--- src/rtl/hex_display_mux.sv ---
// hex_display_mux: time-multiplexed driver for a bank of 7-segment digits.
// A shadow register holds the packed hex value and decimal points. One digit
// is shown per slot of SCAN_DIV cycles, and the first GUARD cycles of each
// slot keep all anodes off so the previous digit does not ghost onto the next.
// Segment and anode outputs are registered, with one cycle of latency from the
// scan state. The optional feature is selected by the macro
// LEADING_ZERO_BLANK_EN: when it is defined, leading zero digits are blanked.
module hex_display_mux #(
  parameter int NUM_DIGITS     = 4,
  parameter int SCAN_DIV       = 50000,
  parameter int GUARD          = 2,
  parameter int ACTIVE_LOW_SEG = 0,
  parameter int ACTIVE_LOW_AN  = 0,
  localparam int IDX_W = (NUM_DIGITS > 1) ? $clog2(NUM_DIGITS) : 1,
  localparam int PRE_W = $clog2(SCAN_DIV)
) (
  input  logic                    Clk,
  input  logic                    nReset,
  input  logic                    Enable,
  input  logic                    Load,
  input  logic [4*NUM_DIGITS-1:0] Value,
  input  logic [NUM_DIGITS-1:0]   DPIn,
  output logic [7:0]              SSeg,
  output logic [NUM_DIGITS-1:0]   Anode,
  output logic [IDX_W-1:0]        DigitIdx,
  output logic                    FrameDone
);

  // Hex nibble to GFEDCBA segment pattern (bit0 = segment A).
  function automatic logic [6:0] hex_to_seg(input logic [3:0] nib);
    logic [6:0] seg;
    case (nib)
      4'h0: seg = 7'h3F;
      4'h1: seg = 7'h06;
      4'h2: seg = 7'h5B;
      4'h3: seg = 7'h4F;
      4'h4: seg = 7'h66;
      4'h5: seg = 7'h6D;
      4'h6: seg = 7'h7D;
      4'h7: seg = 7'h07;
      4'h8: seg = 7'h7F;
      4'h9: seg = 7'h6F;
      4'hA: seg = 7'h77;
      4'hB: seg = 7'h7C;
      4'hC: seg = 7'h39;
      4'hD: seg = 7'h5E;
      4'hE: seg = 7'h79;
      default: seg = 7'h71;
    endcase
    return seg;
  endfunction

  // Scan state.
  logic [PRE_W-1:0]        prescale_reg, prescale_next;
  logic [IDX_W-1:0]        digit_idx_reg, digit_idx_next;

  // Shadow copy of the display data.
  logic [4*NUM_DIGITS-1:0] value_sh_reg;
  logic [NUM_DIGITS-1:0]   dp_sh_reg;

  // Output registers. These are held active-high; polarity is applied at the pins.
  logic [NUM_DIGITS-1:0]   anode_reg, anode_next;
  logic [7:0]              sseg_reg, sseg_next;
  logic                    frame_done_reg, frame_done_next;

  // Decode helpers.
  logic                    last_cycle;
  logic                    last_digit;
  logic                    past_guard;
  logic                    show;
  logic [NUM_DIGITS-1:0]   blank;
  logic [7:0]              seg_digit [NUM_DIGITS];
  logic [7:0]              seg_sel;

  assign last_cycle = (prescale_reg == PRE_W'(SCAN_DIV - 1));
  assign last_digit = (digit_idx_reg == IDX_W'(NUM_DIGITS - 1));

  // With no guard band every slot cycle is visible. The compare is kept out of
  // the GUARD == 0 build because an unsigned >= 0 test is always true.
  generate
    if (GUARD == 0) begin : g_no_guard
      assign past_guard = 1'b1;
    end else begin : g_guard
      assign past_guard = (prescale_reg >= PRE_W'(GUARD));
    end
  endgenerate

  assign show = Enable && past_guard;

  // Leading-zero blanking looks at the shadow copy, so it has the same latency
  // as the segment data. Digit 0 is always shown. A set decimal point keeps a
  // zero digit visible.
  generate
    for (genvar gi = 0; gi < NUM_DIGITS; gi++) begin : g_blank
`ifdef LEADING_ZERO_BLANK_EN
      if (gi == 0) begin : g_first
        assign blank[gi] = 1'b0;
      end else begin : g_upper
        assign blank[gi] = (value_sh_reg[4*NUM_DIGITS-1:4*gi] == '0) && !dp_sh_reg[gi];
      end
`else
      assign blank[gi] = 1'b0;
`endif
    end
  endgenerate

  // Segment pattern for each digit of the shadow. A blanked digit drives no
  // segments, but its anode is still driven.
  generate
    for (genvar gi = 0; gi < NUM_DIGITS; gi++) begin : g_decode
      assign seg_digit[gi] = blank[gi] ? 8'h00
                           : {dp_sh_reg[gi], hex_to_seg(value_sh_reg[4*gi +: 4])};
    end
  endgenerate

  // Select the segment pattern of the digit in the current slot. Index codes
  // above NUM_DIGITS-1 are never reached, so they fall through to dark.
  always_comb begin
    seg_sel = 8'h00;
    for (int i = 0; i < NUM_DIGITS; i++) begin
      if (digit_idx_reg == IDX_W'(i)) begin
        seg_sel = seg_digit[i];
      end
    end
  end

  // Next-state logic for the prescaler and digit index. Both hold while the
  // scan is disabled.
  always_comb begin
    prescale_next  = prescale_reg;
    digit_idx_next = digit_idx_reg;
    if (Enable) begin
      if (last_cycle) begin
        prescale_next  = '0;
        digit_idx_next = last_digit ? '0 : digit_idx_reg + IDX_W'(1);
      end else begin
        prescale_next  = prescale_reg + PRE_W'(1);
      end
    end
  end

  // Next values of the output registers, computed from the scan state before
  // the clock edge.
  always_comb begin
    anode_next      = '0;
    sseg_next       = 8'h00;
    frame_done_next = Enable && last_cycle && last_digit;
    if (show) begin
      sseg_next = seg_sel;
      for (int i = 0; i < NUM_DIGITS; i++) begin
        anode_next[i] = (digit_idx_reg == IDX_W'(i));
      end
    end
  end

  // Scan counter registers.
  always_ff @(posedge Clk or negedge nReset) begin
    if (!nReset) begin
      prescale_reg  <= '0;
      digit_idx_reg <= '0;
    end else begin
      prescale_reg  <= prescale_next;
      digit_idx_reg <= digit_idx_next;
    end
  end

  // Shadow capture. Load works whether or not the scan is enabled.
  always_ff @(posedge Clk or negedge nReset) begin
    if (!nReset) begin
      value_sh_reg <= '0;
      dp_sh_reg    <= '0;
    end else if (Load) begin
      value_sh_reg <= Value;
      dp_sh_reg    <= DPIn;
    end
  end

  // Registered display outputs and the frame pulse.
  always_ff @(posedge Clk or negedge nReset) begin
    if (!nReset) begin
      anode_reg      <= '0;
      sseg_reg       <= 8'h00;
      frame_done_reg <= 1'b0;
    end else begin
      anode_reg      <= anode_next;
      sseg_reg       <= sseg_next;
      frame_done_reg <= frame_done_next;
    end
  end

  // Pin polarity. The inversion is by a constant, so the pins stay registered.
  assign SSeg      = (ACTIVE_LOW_SEG != 0) ? ~sseg_reg  : sseg_reg;
  assign Anode     = (ACTIVE_LOW_AN  != 0) ? ~anode_reg : anode_reg;
  assign DigitIdx  = digit_idx_reg;
  assign FrameDone = frame_done_reg;

endmodule

--- config.mk ---
export PLATFORM = sky130hd
export DESIGN_NAME = hex_display_mux
export DESIGN_NICKNAME = d
export VERILOG_FILES = /design/src/rtl/hex_display_mux.sv
export SDC_FILE = /design/constraint.sdc
export NUM_CORES = 1
export LEC_CHECK = 0
export BUFFER_PORTS_ARGS = -buffer_cell sky130_fd_sc_hd__buf_2
export CAP_MARGIN = 5
export CORE_MARGIN = 2
export CORE_UTILIZATION = 55
export DETAILED_ROUTE_END_ITERATION = 10
export PLACE_DENSITY_LB_ADDON = 0.12
export SETUP_SLACK_MARGIN = 0.4
export SLEW_MARGIN = 0
export SYNTH_ARGS = -nofsm -noshare
export SYNTH_HDL_FRONTEND = slang
export SYNTH_SLANG_ARGS = --single-unit
--- constraint.sdc ---
create_clock -name Clk -period 4.3 [get_ports Clk]
set_clock_uncertainty 0.05 [all_clocks]
set_input_delay 1.075 -clock Clk [delete_from_list [all_inputs] [get_ports Clk]]
set_output_delay 1.075 -clock Clk [all_outputs]
set_load 0.03 [all_outputs]
### Word-level counts from Yosys, hierarchy flattened

Memories as Yosys holds them, arrays and structs flattened.
Index checks and enable logic that the tools add are counted.

| word-level totals | value |
|---|---|
| bits in registers | 51 |
| memory bits (read-only) | 448 |
| input bits | 24 |
| output and inout port bits | 15 |
| memories | 4 |

Memory list:

| memory | depth | width | read ports | clocked after Yosys merged registers in | wr ports | RTL line | text |
|---|---|---|---|---|---|---|---|
| (name not given) | 16 | 7 | 1 | 0 | 0 | 32 | `case (nib)` |
| (name not given) | 16 | 7 | 1 | 0 | 0 | 32 |  |
| (name not given) | 16 | 7 | 1 | 0 | 0 | 32 |  |
| (name not given) | 16 | 7 | 1 | 0 | 0 | 32 |  |

| cells by class | value |
|---|---|
| $add $sub $neg | 2 |
| $lt $le $gt $ge | 1 |
| equality and inequality tests | 4 |
| muxes and demuxes | 8 |
| reduce and logical (&&, ||, !) cells | 5 |

Operator list:

| operator | count |
|---|---|
| 8-bit two-way mux | 5 |
| 16-bit by 1-bit adder with 16-bit output (second input constant) | 1 |
| 16-bit equality test (second input constant) | 1 |
| 16-bit by 2-bit >= comparator with 1-bit output (second input constant) | 1 |
| 16-bit two-way mux | 1 |
| 2-bit equality test (second input constant) | 2 |
| 4-bit two-way mux | 1 |
| 1-bit logical AND | 3 |
| 2-bit by 1-bit adder with 2-bit output (second input constant) | 1 |
| 2-bit by 1-bit equality test with 1-bit output (second input constant) | 1 |
| 2-bit logical NOT | 1 |
| 2-bit two-way mux | 1 |
| 2-bit AND reduction | 1 |

### Depth between registers and ports, before layout

Gate-level depths: netlist of the first run.

| depth | value |
|---|---|
| depth in word-level cells | 6 |
| depth in mapped cells | 8 |

### Worst setup path before layout of the first run

No wires, ideal clock.

| timing | value |
|---|---|
| kind | input -> register |
| start point | in Enable |
| end point | reg digit_idx_reg[0] (netlist: DigitIdx[0]) |
| library setup time | 0.125 ns |
| data arrival time | 2.021 ns |
| data required time | 4.125 ns |
| setup slack | 2.104 ns |
| stages on the path | 4 |
| path buffers | 1 |
| path through | buf_2 -> nand4_1 -> nor2_8 -> mux2_2 |

| on the way | value |
|---|---|
| cells in the longest elaborated chain, start to end | 1 |

Ends and longest elaborated chain:

| what | RTL line | text |
|---|---|---|
| start, declared | 19 | `input logic Enable,` |
| 2-bit AND reduction (no line) | - |  |
| end signal, assigned | 163 | `digit_idx_reg <= digit_idx_next;` |
| end, declared | 55 | `logic [IDX_W-1:0] digit_idx_reg, digit_idx_next;` |

No other way between the ends.
A chain may end at the register's enable or synchronous reset.

### Worst setup path after layout of the first run

| timing | value |
|---|---|
| start point | reg prescale_reg[0] |
| end point | reg sseg_reg[6] (netlist: SSeg[6]) |

| on the way | value |
|---|---|
| cells in the longest elaborated chain, start to end | 3 |

Ends and longest elaborated chain:

| what | RTL line | text |
|---|---|---|
| start, declared | 54 | `logic [PRE_W-1:0] prescale_reg, prescale_next;` |
| start signal, assigned | 162 | `prescale_reg <= prescale_next;` |
| 16-bit by 2-bit >= comparator with 1-bit output | 84 | `assign past_guard = (prescale_reg >= PRE_W'(GUARD));` |
| 1-bit logical AND | 88 | `assign show = Enable && past_guard;` |
| 8-bit two-way mux | 148 | `if (show) begin` |
| via sseg_next[6] | 63 | `logic [7:0] sseg_reg, sseg_next;` |
| end signal, assigned | 186 | `sseg_reg <= sseg_next;` |
| end, declared | 63 |  |

The timed path passes the listed nets, and every way through them passes these cells.

==> results of run 1 <==
[where the power goes]
| group | switching [mW] | total (mW) | internal, mW |
|---|---|---|---|
| Clock | 0.175 | 0.352 | 0.177 |
| Sequential | 0.0738 | 0.609 | 0.535 |
| Combinational | 0.172 | 0.293 | 0.121 |
| Total | 0.421 | 1.25 | 0.833 |
[final cells by class]
cell class	count	area share [%]
multi-input combinational	253	49.9
clock inverter	3	1.35
sequential	51	36.3
tap	72	2.56
timing repair buffer	39	5.62
clock buffer	5	1.96
inverter	22	2.35
[stage by stage]
step           cells  utilization, %  hold WS [ns]
2_1_floorplan    344               -         0.418
3_3_place_gp     437            61.4         0.437
3_5_place_dp     437            61.4         0.443
4_1_cts          445            63.5         0.457
5_1_grt          445            63.5         0.492
6_report         445            63.5         0.451
[worst max-delay path, cell delays in order (launching register included)]
cell and delay [ns]:
dfrtp_1 0.38, inv_1 0.07, ha_1 0.19, nor4_1 0.22, nand2_1 0.12, o31ai_1 0.80
a221o_2 0.23, a21oi_1 0.05
[routing by layer]
metal	GRT usage (%)	wire, um	part of all wire (%)
met2	32.8	2890	45
met5	0	0	0
met4	8.31	157	2.4
met3	3.71	301	4.6
met1	31.5	3130	48
[cell usage in the layout, fill, tap and decap left out, types with 6 or more instances in the layout]
| master | count |
|---|---|
| nand2b_1 | 7 |
| dfrtp_1 | 51 |
| a21oi_1 | 17 |
| ha_1 | 28 |
| and3_1 | 7 |
| buf_2 | 38 |
| o21ai_0 | 30 |
| nor3_1 | 6 |
| nand2_1 | 36 |
| nor2_1 | 19 |
| mux2i_1 | 7 |
| inv_1 | 22 |
| nor2b_1 | 6 |
| nand3_1 | 11 |
| xnor2_1 | 8 |
| nand4_1 | 9 |
| mux2_2 | 10 |
[worst max path at each step]
stage / start / end / slack, ns / cells past startpoint
finish: prescale_reg[0]$_DFFE_PN0P_ / SSeg[6]$_DFF_PN0_ / 2.06 / 7
detailed placement: Enable / prescale_reg[9]$_DFFE_PN0P_ / 1.94 / 6
global placement: Enable / prescale_reg[9]$_DFFE_PN0P_ / 2.02 / 6
floorplan: Enable / DigitIdx[0]$_DFFE_PN0N_ / 2.10 / 4
CTS: prescale_reg[0]$_DFFE_PN0P_ / SSeg[6]$_DFF_PN0_ / 2.12 / 7
global route: DigitIdx[1]$_DFFE_PN0N_ / SSeg[1]$_DFF_PN0_ / 1.94 / 5
[cells by family after synthesis]
kind of cell	count (synthesis)	synth area share, %
AO/OA/AOI/OAI	80	15.9
XOR/XNOR	13	3.57
adder cells (fa/ha/maj)	28	11.0
buffers and inverters	40	5.09
flip-flops	51	40.0
multiplexers	18	6.43
AND/OR/NAND/NOR	114	18.1
==> summary.md, run 1 <==
| Metric | Value |
|---|---|
| Status | `completed` |
| Finished Cell Area | `0.00352 sq mm` |
| Layout cells sized above 1 | `between 10% and 20%` |
| Longest Clk Path Bufs | `2` |
| Cts repair resizes | `0` |
| Setup WS post-layout | `about 2.1 ns` |
| Initial antenna violation count | `0` |
| Fin crit period | `~2.2 ns` |
| H-tree depth | `2` |
| Residual DRC | `0` |
| Synth-to-Final Area Change | `10.1%` |
| FF-to-FF path depth | `7` |
| Final period util | `52.2%` |
| Clock transition at the registers of the reported paths | `0.10 ns` |
| Max Cap Viol | `0` |
| Sequential Area | `approximately 0.0013 sq mm` |
| Synth top cells by count | `dfrtp_1 (51), nand2_1 (36), o21ai_0 (30), ha_1 (28), inv_1 (22)` |
| Cells after synthesis | `between 300 and 400` |
| Inserted Clock Buffers | `5` |
| Synth area leader | `dfrtp_1` |
| Count leader, synth | `dfrtp_1` |
| Number of synthesized flops with an enable pin | `0` |
| Top_reg_cell synth | `dfrtp_1` |
| Setup slack, reg-to-reg | `between 2 and 2.5 ns` |
| Final Setup Violations | `0` |
| Initial detailed-routing violation count | `241` |
| Filler cells | `around 500` |
| Worst vdd ir | `roughly 0.17 mV` |
| Worst-path maximum fanout | `5` |
| Synthesized area per cell | `between 9 and 10 sq um` |
| Worst EP arrival | `2.38 ns` |
| Die height | `80.2 um` |
| Total number of vias | `roughly 2500` |
| Root buffer cell | `clkbuf_8` |
| Hold Path Class | `register to register` |
| # rows | `27` |
| Measured slew at the worst slew-check pin | `roughly 0.99 ns` |
| Fin. max-slew vios | `0` |
| DR vias/cell | `around 5.6` |
| Post-synth cell types | `between 40 and 50` |
| Hold path depth | `1` |
| Critical Path Source Type | `register` |
| Final Net Count | `roughly 420` |
| Postcts setup bufs | `0` |
| Core Area | `~0.0055 sq mm` |
| Critical R2R Launch | `prescale_reg[0]$_DFFE_PN0P_` |
| IO buf count | `38` |
| Synthesized net count | `just under 400` |
| Leakage | `approximately 1.7 nW` |
| Synthesized cell area | `approximately 0.0032 sq mm` |
| Final hold violations | `0` |
| Sequential-to-total area share from yosys stat | `between 30% and 40%` |
| DRT Pass-1 Iters | `4` |
| Pwr Total | `1.25 mW` |
| Hpwl dp | `4670 um` |
| Routed Wire Length | `6470 um` |
| DRT antenna net count | `0` |
| Antenna cells | `0` |
| Clock Sinks | `51` |
| Vias in the first global route | `about 2300` |
| # IOs | `39` |
| Die area | `about 0.0064 sq mm` |
| Die X | `80.2 um` |
| Global-route wire length before repair | `11000 um` |
| Grt ovf | `0` |
| RSZ-0062 raised after global routing | `false` |
| Worst EP required | `4.43 ns` |
| WL/cell | `roughly 15 um` |
| Starting Density | `57.6%` |
| Setup TNS | `0 ns` |
| Async set-or-reset flop fraction in the synthesized netlist | `100%` |
| Multi-input combinational cell area | `around 0.0018 sq mm` |
| Gr usage total | `between 20% and 30%` |
| Hold Path Sink | `prescale_reg[13]$_DFFE_PN0P_` |
| Placed cell areas | `between 0.003 and 0.004 sq mm` |
| Worst r2r dst | `SSeg[6]$_DFF_PN0_` |
| Slew headroom | `about 34%` |
| Crit path kind | `register to register` |
| Cell area power density | `between 300 and 400 mW/mm^2` |
| Largest net degree at the start of global routing | `34` |
| Largest cells by area after synthesis | `dfrtp_1 (40%), ha_1 (11%), o21ai_0 (4.7%)` |
| Warnings from Yosys | `0` |
| Fmax | `around 450 MHz` |
| Clk_lat worst skew | `between 0.3 and 0.4 ns` |
| CTS tree | `built` |
| GP Congestion | `0.914` |
| Hold Buf Count CTS | `0` |
| Min-delay src | `prescale_reg[13]$_DFFE_PN0P_` |
| Setup crit end kind | `register` |
| Post-synthesis sequential element count | `between 50 and 60` |
| DP Worst Slack | `1.94 ns` |
| Area share of the largest cell type after synthesis | `40.0%` |
Power figures use the tool's default switching activity.
==> run 2: changes to the inputs <==
==> constraint.sdc (replaced) <==
create_clock -name Clk -period 2.2 [get_ports Clk]
set_clock_uncertainty 0.05 [all_clocks]
set_input_delay 0.55 -clock Clk [delete_from_list [all_inputs] [get_ports Clk]]
set_output_delay 0.55 -clock Clk [all_outputs]
set_load 0.03 [all_outputs]
==> run 2 against run 1 <==
Combinational power rose by 120%. Maximum frequency up 26%. Worst setup slack got worse by 1.6 ns. First-iteration DRC count is 50% lower. Die area stayed put. Total power grew 110%. Sequential power up 97%. Non-clock buffer count up 20.
==> summary.md, run 2 (synthesis results as in run 1) <==
| Metric | Value |
|---|---|
| Status | `completed (unchanged)` |
| Final period util | `80.8% (was 52.2%)` |
| WL/cell | `14.3 um (was 14.5 um)` |
| Core Area | `0.00554 sq mm (unchanged)` |
| Worst EP required | `2.38 ns (was 4.43 ns)` |
| Layout cells sized above 1 | `28.2% (was 17.7%)` |
| Setup slack, reg-to-reg | `0.42 ns (was 2.06 ns)` |
| Largest net degree at the start of global routing | `39 (was 34)` |
| Max Cap Viol | `0 (unchanged)` |
| Leakage | `1.82 nW (was 1.70 nW)` |
| Initial detailed-routing violation count | `120 (was 241)` |
| Residual DRC | `0 (unchanged)` |
| Starting Density | `57.6% (unchanged)` |
| Clk_lat worst skew | `0.32 ns (was 0.31 ns)` |
| GP Congestion | `0.868 (was 0.914)` |
| DRT antenna net count | `0 (unchanged)` |
| Fin. max-slew vios | `0 (unchanged)` |
| Synth-to-Final Area Change | `18.0% (was 10.1%)` |
| Vias in the first global route | `2363 (was 2273)` |
| Die area | `0.00643 sq mm (unchanged)` |
| FF-to-FF path depth | `6 (was 7)` |
| Setup crit end kind | `register (unchanged)` |
| Filler cells | `460 (was 504)` |
| Critical R2R Launch | `value_sh_reg[12]$_DFFE_PN0P_ (was prescale_reg[0]$_DFFE_PN0P_)` |
| Hold Path Class | `input port to async pin (was register to register)` |
| Final hold violations | `0 (unchanged)` |
| Die X | `80.2 um (unchanged)` |
| Global-route wire length before repair | `11200 um (was 11000 um)` |
| Initial antenna violation count | `0 (unchanged)` |
| Hold Buf Count CTS | `0 (unchanged)` |
| Slew headroom | `70.4% (was 33.6%)` |
| Crit path cell chain | `inv_2 -> ha_2 -> inv_1 -> mux4_2 -> a22o_1 -> nor3_1 (was inv_1 -> ha_1 -> nor4_1 -> nand2_1 -> o31ai_1 -> a221o_2 -> a21oi_1)` |
| Fin crit period | `1.78 ns (was 2.24 ns)` |
| # rows | `27 (unchanged)` |
| Worst EP arrival | `1.96 ns (was 2.38 ns)` |
| Placed cell areas | `0.00344 sq mm (was 0.00340 sq mm)` |
| Final Net Count | `444 (was 424)` |
| Antenna cells | `0 (unchanged)` |
| Clock transition at the registers of the reported paths | `0.10 ns (about the same)` |
| # IOs | `39 (unchanged)` |
| Crit path kind | `register to register (unchanged)` |
| Cell area power density | `702 mW/mm^2 (was 357 mW/mm^2)` |
| Root buffer cell | `clkbuf_8 (unchanged)` |
| Total number of vias | `2554 (was 2507)` |
| Critical Path Source Type | `register (unchanged)` |
| Setup TNS | `0 ns (unchanged)` |
| Worst r2r dst | `SSeg[3]$_DFF_PN0_ (was SSeg[6]$_DFF_PN0_)` |
| Die height | `80.2 um (unchanged)` |
| CTS tree | `built (unchanged)` |
| Worst vdd ir | `0.367 mV (was 0.167 mV)` |
| Fmax | `562 MHz (was 445 MHz)` |
| Longest Clk Path Bufs | `2 (unchanged)` |
| DR vias/cell | `5.49 (was 5.63)` |
| Clock Sinks | `51 (unchanged)` |
| Gr usage total | `22.4% (was 21.8%)` |
| H-tree depth | `2 (unchanged)` |
| Worst-path maximum fanout | `4 (was 5)` |
| Measured slew at the worst slew-check pin | `0.444 ns (was 0.987 ns)` |
| Commonest non-fill, non-tap cell in the layout | `dfrtp_1 (unchanged)` |
| RSZ-0062 raised after global routing | `true (was false)` |
| DRT Pass-1 Iters | `4 (unchanged)` |
| Hpwl dp | `4780 um (was 4670 um)` |
| Final Setup Violations | `0 (unchanged)` |
| Finished Cell Area | `0.00377 sq mm (was 0.00352 sq mm)` |
| Inserted Clock Buffers | `5 (unchanged)` |
| CP max stage delay | `0.46 ns (was 0.80 ns)` |
| CP max stage cell | `mux4_2 (was o31ai_1)` |
| Grt ovf | `0 (unchanged)` |
| IO buf count | `38 (unchanged)` |
| Commonest cells after routing, fill and taps aside | `dfrtp_1 (45), buf_2 (38), nand2_1 (35), o21ai_0 (30), ha_1 (25) (was dfrtp_1 (51), buf_2 (38), nand2_1 (36), o21ai_0 (30), ha_1 (28))` |
| Routed Wire Length | `6670 um (was 6470 um)` |
run 2: cell count changes in the layout (fill, tap and decap cells not counted), moves of 2 or more:
cell and change:
a21oi_1 -2, nor2b_2 +2, inv_1 -6, dfrtp_2 +6, dfrtp_1 -6, inv_2 +6
nor4_1 -2, nor4_2 +2, ha_2 +3, ha_1 -3, buf_4 +19, nor2b_1 -3
a21oi_2 +2
run 2: stage by stage:
step	power [mW]	hold slack [ns]	util (%)	worst slack, ns	cells
detailed placement	1.79	0.433	62.0	0.344	440
global route	2.79	0.0929	68.0	0.350	465
floorplan	1.62	0.204	-	0.416	344
global placement	1.77	0.429	62.0	0.364	440
CTS	2.60	0.0835	65.2	0.404	452
finish	2.65	0.0729	68.0	0.421	465
run 2: how the worst max path moves through the flow:
stage,from,end,slack (ns),cells past startpoint
floorplan,DigitIdx[1]$_DFFE_PN0N_,SSeg[7]$_DFF_PN0_,0.42,8
global placement,DigitIdx[0]$_DFFE_PN0N_,SSeg[1]$_DFF_PN0_,0.36,5
detailed placement,DigitIdx[0]$_DFFE_PN0N_,SSeg[1]$_DFF_PN0_,0.34,5
CTS,prescale_reg[7]$_DFFE_PN0P_,DigitIdx[1]$_DFFE_PN0N_,0.40,5
global route,prescale_reg[4]$_DFFE_PN0P_,DigitIdx[1]$_DFFE_PN0N_,0.35,5
finish,value_sh_reg[12]$_DFFE_PN0P_,SSeg[3]$_DFF_PN0_,0.42,6
run 2: layout make-up:
| cell class | count | area [sq um] | share of cell area (%) |
|---|---|---|---|
| tap | 72 | 90.1 | 2.39 |
| sequential | 51 | 1280 | 34.1 |
| multi-input combinational | 253 | 1810 | 48.1 |
| clock inverter | 3 | 71.3 | 1.89 |
| timing repair buffer | 59 | 360 | 9.56 |
| clock buffer | 5 | 68.8 | 1.83 |
| inverter | 22 | 82.6 | 2.19 |
run 2: timing repair:
| item | in CTS | in global routing |
|---|---|---|
| setup endpoints to repair | 7 | 10 |
| pin swaps | 0 | 5 |
| resized for setup | 4 | 22 |
| gates cloned | 0 | 0 |
| setup buffers | 4 | 13 |
run 2: critical path, delay by kind of cell, from the launching register on:
kind                     cells  cell delay (ns)
adder cells (fa/ha/maj)      1             0.31
AND/OR/NAND/NOR              1             0.17
flip-flops                   1             0.41
multiplexers                 1             0.46
buffers and inverters        2             0.10
AO/OA/AOI/OAI                1             0.21
run 2: routing by layer:
layer	global-route usage, %	wire (um)	share of wire (%)
met4	6.44	82	1.2
met5	0	0	0
met2	35.7	3130	47
met3	4.04	267	4.0
met1	31.3	3190	48
run 2: power by group:
part | switching [mW] | internal (mW)
logic | 0.355 | 0.290
clock network | 0.341 | 0.462
registers | 0.150 | 1.05
total | 0.847 | 1.80
==> run 3: changes to the inputs <==
--- a/config.mk
+++ b/config.mk
@@ -8,7 +8,7 @@
 export BUFFER_PORTS_ARGS = -buffer_cell sky130_fd_sc_hd__buf_2
 export CAP_MARGIN = 5
 export CORE_MARGIN = 2
-export CORE_UTILIZATION = 55
+export CORE_UTILIZATION = 53
 export DETAILED_ROUTE_END_ITERATION = 10
 export PLACE_DENSITY_LB_ADDON = 0.12
 export SETUP_SLACK_MARGIN = 0.4
==> constraint.sdc (replaced) <==
create_clock -name Clk -period 1.5 [get_ports Clk]
set_clock_uncertainty 0.05 [all_clocks]
set_input_delay 0.375 -clock Clk [delete_from_list [all_inputs] [get_ports Clk]]
set_output_delay 0.375 -clock Clk [all_outputs]
set_load 0.03 [all_outputs]
==> run 3 against run 2 <==
The run now ends with negative setup slack left. Critical endpoint is now SSeg[0]$_DFF_PN0_. Combinational power increased to 2.8 times the previous value. Wire length increased by 62%. Total power grew 79%. Sequential power grew 43%. Count of clock-buffer cells in the layout unchanged. Design area grew 35%. Hold slack gained 0.14 ns. Critical path type unchanged. First-iteration DRC count increased by 86%. Core utilization is 18 points higher. Global-route usage rose by 6.7 points. Critical path depth unchanged. Largest power group is now combinational logic.
==> summary.md, run 3 (synthesis results as in run 1) <==
| Metric | Value |
|---|---|
| CP max stage delay | `0.47 ns (was 0.46 ns)` |
| DRT antenna net count | `0 (unchanged)` |
| Clock Sinks | `51 (unchanged)` |
| Final hold violations | `0 (unchanged)` |
| Finished Core Util | `86.4% (was 68.0%)` |
| Crit path cell chain | `ha_1 -> buf_4 -> o211ai_1 -> o21ai_1 -> a22o_1 -> nor2_1 (was inv_2 -> ha_2 -> inv_1 -> mux4_2 -> a22o_1 -> nor3_1)` |
| Inserted Clock Buffers | `5 (unchanged)` |
| Worst EP arrival | `1.98 ns (was 1.96 ns)` |
| Fin. max-slew vios | `0 (unchanged)` |
| Status | `finished with violations (was completed)` |
| Core Area | `0.00589 sq mm (was 0.00554 sq mm)` |
| Crit path kind | `register to register (unchanged)` |
| RSZ-0062 raised after global routing | `true (unchanged)` |
| Synth-to-Final Area Change | `59.3% (was 18.0%)` |
| Vias in the first global route | `3108 (was 2363)` |
| Final Net Count | `541 (was 444)` |
| Root buffer cell | `clkbuf_8 (unchanged)` |
| Initial detailed-routing violation count | `223 (was 120)` |
| Worst EP required | `1.69 ns (was 2.38 ns)` |
| Layout cells sized above 1 | `52.4% (was 28.2%)` |
| Die area | `0.00666 sq mm (was 0.00643 sq mm)` |
| Setup WS post-layout | `-0.293 ns (was 0.421 ns)` |
| Die height | `81.6 um (was 80.2 um)` |
| Measured slew at the worst slew-check pin | `0.429 ns (was 0.444 ns)` |
| FF-to-FF path depth | `6 (unchanged)` |
| Residual DRC | `0 (unchanged)` |
| Total number of vias | `3350 (was 2554)` |
| Largest net degree at the start of global routing | `52 (was 39)` |
| Longest Clk Path Bufs | `2 (unchanged)` |
| Critical Path Source Type | `register (unchanged)` |
| CP Capture Point | `SSeg[0]$_DFF_PN0_ (was SSeg[3]$_DFF_PN0_)` |
| DP Worst Slack | `-0.207 ns (was 0.344 ns)` |
| WL/cell | `19.2 um (was 14.3 um)` |
| Critical Path Source | `value_sh_reg[8]$_DFFE_PN0P_ (was value_sh_reg[12]$_DFFE_PN0P_)` |
| Gr usage total | `29.1% (was 22.4%)` |
| Slew headroom | `71.4% (was 70.4%)` |
| Worst r2r dst | `SSeg[0]$_DFF_PN0_ (was SSeg[3]$_DFF_PN0_)` |
| Leakage | `2.42 nW (was 1.82 nW)` |
| IO buf count | `38 (unchanged)` |
| DRT Pass-1 Iters | `5 (was 4)` |
| H-tree depth | `2 (unchanged)` |
| Routed Wire Length | `10800 um (was 6670 um)` |
| Setup crit end kind | `register (unchanged)` |
| Hpwl dp | `6020 um (was 4780 um)` |
| Global-route wire length before repair | `14800 um (was 11200 um)` |
| # rows | `28 (was 27)` |
| Hold Path Class | `input port to register (was input port to async pin)` |
| CTS tree | `built (unchanged)` |
| Final period util | `120% (was 80.8%)` |
| Initial antenna violation count | `0 (unchanged)` |
| Worst vdd ir | `0.790 mV (was 0.367 mV)` |
| Commonest non-fill, non-tap cell in the layout | `buf_4 (was dfrtp_1)` |
| GP Congestion | `0.851 (was 0.868)` |
| Clock transition at the registers of the reported paths | `0.10 ns (about the same)` |
| Max Cap Viol | `0 (unchanged)` |
| Starting Density | `54.3% (was 57.6%)` |
| Clk_lat worst skew | `0.32 ns (about the same)` |
| Fmax | `558 MHz (was 562 MHz)` |
| Final Setup Violations | `25 (was 0)` |
| Fin crit period | `1.79 ns (was 1.78 ns)` |
| Setup slack, reg-to-reg | `-0.29 ns (was 0.42 ns)` |
| Antenna cells | `0 (unchanged)` |
| Critical R2R Launch | `value_sh_reg[8]$_DFFE_PN0P_ (was value_sh_reg[12]$_DFFE_PN0P_)` |
| DR vias/cell | `5.93 (was 5.49)` |
| CP max stage cell | `dfrtp_2 (was mux4_2)` |
| Grt ovf | `0 (unchanged)` |
| Min-delay src | `Value[4]` |
| Failing checks | `negative setup slack` |
| Cell area power density | `929 mW/mm^2 (was 702 mW/mm^2)` |
| Commonest cells after routing, fill and taps aside | `buf_4 (86), dfrtp_1 (45), buf_6 (42), nand2_1 (33), buf_2 (24) (was dfrtp_1 (45), buf_2 (38), nand2_1 (35), o21ai_0 (30), ha_1 (25))` |
| # IOs | `39 (unchanged)` |
| Worst-path maximum fanout | `4 (unchanged)` |
| Die X | `81.6 um (was 80.2 um)` |
## run 3: cell count changes in the layout (fill, tap and decap cells not counted), sizes merged
cell	delta
buf	+96
clkinvlp	+1
dlygate4sd3	+1
inv	-1
## run 3: final cells by class
| cell class | count | area, sq um |
|---|---|---|
| clock buffer | 5 | 68.8 |
| clock inverter | 3 | 67.6 |
| fill | 274 | 800 |
| inverter | 22 | 85.1 |
| multi-input combinational | 253 | 2180 |
| sequential | 51 | 1280 |
| tap | 75 | 93.8 |
| timing repair buffer | 156 | 1300 |
## run 3: critical path, delay by kind of cell, from the launching register on
kind	cells	cell delay [ns]
AO/OA/AOI/OAI	3	0.65
adder cells (fa/ha/maj)	1	0.25
buffers and inverters	1	0.14
flip-flops	1	0.47
AND/OR/NAND/NOR	1	0.15
## run 3: worst min path at each step
stage                                             end  slack, ns  depth (start not counted)
after floorplan                    Anode[0]$_DFF_PN0_       0.03                          0
after global placement    value_sh_reg[7]$_DFFE_PN0P_       0.34                          2
after detailed placement  value_sh_reg[7]$_DFFE_PN0P_       0.34                          2
after CTS                 value_sh_reg[4]$_DFFE_PN0P_       0.21                          3
after global routing      value_sh_reg[0]$_DFFE_PN0P_       0.23                          3
final                     value_sh_reg[4]$_DFFE_PN0P_       0.21                          3
## run 3: layer usage
| metal | routed length (um) | track usage [%] |
|---|---|---|
| met2 | 5500 | 48.9 |
| met3 | 712 | 4.62 |
| met4 | 382 | 9.83 |
| met1 | 4240 | 38.5 |
| met5 | 0 | 0 |
## run 3: stage by stage
| step | hold slack, ns | cells | power [mW] | area (sq um) | TNS, ns |
|---|---|---|---|---|---|
| after floorplan | 0.0294 | 344 | 2.44 | 3410 | -0.946 |
| after global routing | 0.225 | 565 | 4.91 | 5090 | -6.19 |
| after CTS | 0.212 | 546 | 4.45 | 4810 | -2.53 |
| after detailed placement | 0.340 | 523 | 2.98 | 4210 | -2.32 |
| after global placement | 0.338 | 523 | 2.94 | 4210 | -1.73 |
| final | 0.213 | 565 | 4.72 | 5090 | -4.42 |
## run 3: report_power, final
part | switching, mW | leakage [nW] | internal, mW
sequential | 0.179 | 0.642 | 1.54
clock | 0.504 | 0.0644 | 0.666
combinational | 0.908 | 1.72 | 0.927
## run 3: timing repair
item	4_1_cts	5_1_grt
pin swaps	35	17
endpoints found under the setup margin	48	48
gates cloned	0	0
gates resized for setup	92	37
setup buffers	14	19
hold endpoints to repair	1	0
hold buffers	1	0
